[src/rtl/task_responder_clkb.sv]
// clkB-side executor of the task/acknowledge crossing: captures a command on each start
// pulse, runs one register-bus transaction under a timeout guard, and pulses TaskDone_clkB.
module task_responder_clkb #(
    parameter int C_ADDR_WIDTH = 8,
    parameter int C_DATA_WIDTH = 32,
    parameter int C_TIMEOUT    = 255
) (
    input  logic                    clkB,
    input  logic                    resetn_clkB,
    input  logic                    TaskStart_clkB,
    input  logic                    TaskBusy_clkB,
    output logic                    TaskDone_clkB,
    input  logic                    CmdWrite_clkB,
    input  logic [C_ADDR_WIDTH-1:0] CmdAddr_clkB,
    input  logic [C_DATA_WIDTH-1:0] CmdWdata_clkB,
    output logic [C_DATA_WIDTH-1:0] ResultRdata_clkB,
    output logic                    ResultErr_clkB,
    output logic                    ResultTimeout_clkB,
    output logic                    Overrun_clkB,
    output logic                    req_valid,
    input  logic                    req_ready,
    output logic                    req_write,
    output logic [C_ADDR_WIDTH-1:0] req_addr,
    output logic [C_DATA_WIDTH-1:0] req_wdata,
    input  logic                    rsp_valid,
    input  logic [C_DATA_WIDTH-1:0] rsp_rdata,
    input  logic                    rsp_err
);

    // A zero timeout still needs a one-bit counter so the ports elaborate.
    localparam int CntWidth = (C_TIMEOUT > 0) ? $clog2(C_TIMEOUT + 1) : 1;
    localparam logic [CntWidth-1:0] CntMax = CntWidth'(C_TIMEOUT);

    typedef enum logic [1:0] {
        Idle,
        Req,
        WaitRsp,
        Done
    } stateT;

    stateT                   state;
    stateT                   stateNext;
    logic [CntWidth-1:0]     timeoutCnt;
    logic                    expired;
    logic                    loadResult;
    logic [C_DATA_WIDTH-1:0] rdataNext;
    logic                    errNext;
    logic                    timeoutNext;
    logic                    unusedBusy;

    // Busy is already implied by the state; kept on the port for the crossing's interface.
    assign unusedBusy = TaskBusy_clkB;
    assign expired    = (C_TIMEOUT != 0) && (timeoutCnt == CntMax);

    always_comb begin
        stateNext     = state;
        loadResult    = 1'b0;
        rdataNext     = '0;
        errNext       = 1'b0;
        timeoutNext   = 1'b0;
        req_valid     = 1'b0;
        TaskDone_clkB = 1'b0;
        case (state)
            Idle: begin
                if (TaskStart_clkB) stateNext = Req;
            end
            Req: begin
                req_valid = 1'b1;
                if (req_ready) begin
                    stateNext = WaitRsp;
                end else if (expired) begin
                    stateNext   = Done;
                    loadResult  = 1'b1;
                    errNext     = 1'b1;
                    timeoutNext = 1'b1;
                end
            end
            WaitRsp: begin
                if (rsp_valid) begin
                    stateNext  = Done;
                    loadResult = 1'b1;
                    rdataNext  = req_write ? '0 : rsp_rdata;
                    errNext    = rsp_err;
                end else if (expired) begin
                    stateNext   = Done;
                    loadResult  = 1'b1;
                    errNext     = 1'b1;
                    timeoutNext = 1'b1;
                end
            end
            Done: begin
                TaskDone_clkB = 1'b1;
                stateNext     = Idle;
            end
            default: stateNext = Idle;
        endcase
    end

    always_ff @(posedge clkB) begin
        if (!resetn_clkB) begin
            state              <= Idle;
            timeoutCnt         <= '0;
            req_write          <= 1'b0;
            req_addr           <= '0;
            req_wdata          <= '0;
            ResultRdata_clkB   <= '0;
            ResultErr_clkB     <= 1'b0;
            ResultTimeout_clkB <= 1'b0;
            Overrun_clkB       <= 1'b0;
        end else begin
            state <= stateNext;
            if (TaskStart_clkB && (state != Idle)) Overrun_clkB <= 1'b1;
            // The counter keeps running from REQ into WAIT_RSP and saturates at the limit.
            if (state == Idle) begin
                timeoutCnt <= '0;
                if (TaskStart_clkB) begin
                    req_write <= CmdWrite_clkB;
                    req_addr  <= CmdAddr_clkB;
                    req_wdata <= CmdWdata_clkB;
                end
            end else if (((state == Req) || (state == WaitRsp)) && (timeoutCnt != CntMax)) begin
                timeoutCnt <= timeoutCnt + 1'b1;
            end
            if (loadResult) begin
                ResultRdata_clkB   <= rdataNext;
                ResultErr_clkB     <= errNext;
                ResultTimeout_clkB <= timeoutNext;
            end
        end
    end

endmodule

[config.mk]
export PLATFORM = sky130hd
export DESIGN_NAME = task_responder_clkb
export DESIGN_NICKNAME = d
export VERILOG_FILES = /design/src/rtl/task_responder_clkb.sv
export SDC_FILE = /design/constraint.sdc
export NUM_CORES = 1
export LEC_CHECK = 0
export BUFFER_PORTS_ARGS = -buffer_cell sky130_fd_sc_hd__buf_4
export CORE_ASPECT_RATIO = 0.75
export CORE_MARGIN = 2
export CORE_UTILIZATION = 37
export DETAILED_ROUTE_END_ITERATION = 10
export PLACE_DENSITY_LB_ADDON = 0.05
export RECOVER_POWER = 50
export SYNTH_ARGS = -nofsm -noshare
export SYNTH_HDL_FRONTEND = slang
export SYNTH_SLANG_ARGS = --single-unit
[constraint.sdc]
create_clock -name clkB -period 3.21 [get_ports clkB]
set_input_delay 0 -clock clkB [delete_from_list [all_inputs] [get_ports clkB]]
set_output_delay 0 -clock clkB [all_outputs]
set_load 0.1 [all_outputs]
==> results.toml <==
[timing]
post-route-period-util_pct = 73.7
hold_viol_final = 0
setup_slack_ns = 0.843
hold_slack_ns = 0.0111
skew_ns = 0.00678
tns_ns = 0
maxSlewHeadroom_pct = 18.1
slew_viol_final = 0
finalSetupViolCount = 0
finalCriticalPeriod_ns = 2.37
clock.fmax_mhz = 422
rsz0062_at_grt = "false"
tightest_slew_ns = 1.23

[final_layout]
multiInputGateArea_mm2 = 0.00141
fill_cells = 807
instances_no_fill = 672
antenna_cells = 0
utilization_pct = 61.2
finalNetCount = 644
area_delta_synth_final_pct = 59.0
layout-drive-gt1-share_pct = 17.9
ff_latch_area_mm2 = 0.00172

[synthesis]
synth_area_mm2 = 0.00328
synth_ff_type = "dfxtp_1"
yosysSeqAreaShare_pct = 52.5
synth_area_leader_cell = "dfxtp_1"
async_flop_share_pct = 0
synth_area_per_cell_um2 = 9.59
syn-num-nets = 427
ys_types = 42
yosys_warnings = 0
synth_edf_count = 0
synth.area.top_cells = "dfxtp_1 (52%), nand2_1 (10%), a32o_1 (9.8%), a21boi_0 (8.0%), ha_1 (1.9%)"
ys_ff_latch = 86
synth_top_area_share_pct = 52.5
syn_inst = 342

[setup_path]
start_kind = "flip-flop"
cp-startpoint = "state[0]"
endpoint_kind = "flip-flop"
r2r_slack_ns = 0.84
worstPathMaxFanout = 32
endpoint = "ResultRdata_clkB[16]"
rr_endpoint = "ResultRdata_clkB[16]"
crit_type = "reg2reg"
reg2regPathDepth = 6
cp_data_required_time_ns = 3.43
r2r-start = "state[0]"
arrival_ns = 2.58

[floorplanning]
dieArea_mm2 = 0.00964
coreArea_mm2 = 0.00853
die_h_um = 85.5
num_io_pins = 158
dieWidth_um = 113
row_count = 29
initial_core_util_pct = 38.5

[cts]
postCtsResizedCells = 0
clock_latency_ns = 0.33
post-cts-setup-buffers = 0
cts-root-buf = "clkbuf_16"
h-tree-depth = 3
clk_pin_slew_ns = 0.06
cts_tree = "yes"
cts_buffers = 9
clock_path_buffers = 2
cts_sinks = 86

[job]
cap_violations = 0

[power]
p_per_area_mw_per_mm2 = 744
ir_worst_vdd_uv = 592
p_leak_nw = 2.05

[status]
status = "finished, final reports clean"

[routing]
drcViolationCount = 0
ant_nets = 0
wl_um = 9620
wl_per_cell_um = 14.3
vias = 3270
avgViaCountPerCell = 4.87
dr.pass1.iters = 4
drtIter0Drc = 237

[place]
dp_hpwl_um = 5690
globalplace.congestion = 0.746
placedCellCount = 582
io_buffers = 156
dp_worst_setup_slack_ns = 0.858

[grt]
grtUsageTotal_pct = 20.1
antenna_found_initial = 0
grt-ovfl-total = 0
grt_pass1_wl_um = 15500
grt_max_degree = 81
first_global_vias = 3173

[hold_path]
hold_path_class = "in2reg"
==> metrics by stage <==
| step | cell area, µm² | power [mW] |
|---|---|---|
| after global routing | 5220 | 4.08 |
| after global placement | 4480 | 2.94 |
| after floorplan | 3280 | 2.59 |
| after detailed placement | 4480 | 2.96 |
| final | 5220 | 3.88 |
| after CTS | 5510 | 4.02 |
==> synthesized netlist by cell type, types with 2 or more instances <==
master and instances:
a21boi_0 35, a21boi_1 6, a21oi_1 5, a31oi_1 2, a32o_1 32, and4_1 2, buf_2 9, buf_6 3
clkbuf_1 14, dfxtp_1 86, ha_1 5, inv_1 4, nand2_1 88, nand2b_1 2, nand3_1 4, nand4_1 2
nor2_1 9, nor2b_1 2, nor3_1 3, o21a_1 2, o21ai_0 5, xor2_1 2
==> cell families (layout without fill, tap and decap cells) <==
logic type / count (synthesis) / after routing / share of synthesized area (%)
AO/OA/AOI/OAI: 97 / 97 / 24.1
XOR/XNOR: 3 / 3 / 0.801
adder cells (fa/ha/maj): 5 / 5 / 1.91
buffers and inverters: 31 / 253 / 4.61
flip-flops: 86 / 86 / 52.5
AND/OR/NAND/NOR: 120 / 120 / 16.1
==> final cells by class <==
type / instances / share of cell area [%]
Sequential cell: 86 / 33.0
Multi-Input combinational cell: 225 / 27.1
Inverter: 4 / 0.288
Tap cell: 108 / 2.59
Clock buffer: 13 / 5.18
Timing Repair Buffer: 233 / 31.5
Clock inverter: 3 / 0.336
==> layer usage <==
layer	wire, µm	vias to the layer above	share of wire (%)	GRT usage (%)
met1	4280	1516	44	24.6
met2	4630	102	48	34.8
li1	-	1639	-	-
met3	571	13	5.9	5.44
met4	139	0	1.4	6.10
met5	0	-	0	0
==> state kept, by name, summed over array words and instances (netlist names) <==
name and count:
Overrun_clkB 1, ResultErr_clkB 1, ResultRdata_clkB 32, ResultTimeout_clkB 1
req_addr 8, req_wdata 32, req_write 1, state 2
timeoutCnt 8
==> how the worst min path moves through the flow <==
stage	start	to	slack [ns]	cells past startpoint
6_report	TaskStart_clkB	state[1]	0.01	4
5_1_grt	TaskStart_clkB	state[1]	0.05	4
4_1_cts	TaskStart_clkB	state[1]	0.006	4
3_5_place_dp	rsp_rdata[11]	ResultRdata_clkB[11]	0.21	2
3_3_place_gp	rsp_rdata[0]	ResultRdata_clkB[0]	0.21	2
2_1_floorplan	rsp_rdata[0]	ResultRdata_clkB[0]	0.13	1
==> power breakdown <==
part | total (mW) | internal [mW] | leakage (nW) | switching [mW]
sequential | 1.27 | 1.20 | 0.700 | 0.0735
combinational | 1.63 | 0.324 | 1.21 | 1.30
clock | 0.983 | 0.585 | 0.142 | 0.397
==> cells in the final DEF (no fill, tap or decap), types with 2 or more instances in the layout <==
master and n:
o21a_1 2, a31oi_1 2, a32o_1 32, inv_1 4
xor2_1 2, nor3_1 3, clkbuf_1 79, nand3_1 4
ha_1 5, nand2b_1 2, clkbuf_16 9, a21boi_1 6
nor2_1 9, dlygate4sd3_1 74, nand2_1 88, a21boi_0 35
clkbuf_8 3, nor2b_1 2, nand4_1 2, clkinv_2 2
o21ai_0 5, and4_1 2, a21oi_1 5, buf_4 81
dfxtp_1 86
==> repair_timing <==
action	CTS	global route
endpoints found under the setup margin	0	0
hold buffers	74	0
endpoints found under the hold margin	74	0
==> worst max-delay path, stage by stage, from the launching register on <==
cell     delay, ns
dfxtp_1       0.42
inv_1         0.09
ha_1          0.56
nand3_1       0.26
nand2_1       0.18
nand3_4       0.32
a32o_1        0.41
No activity file was read; power rests on OpenSTA's default activity.
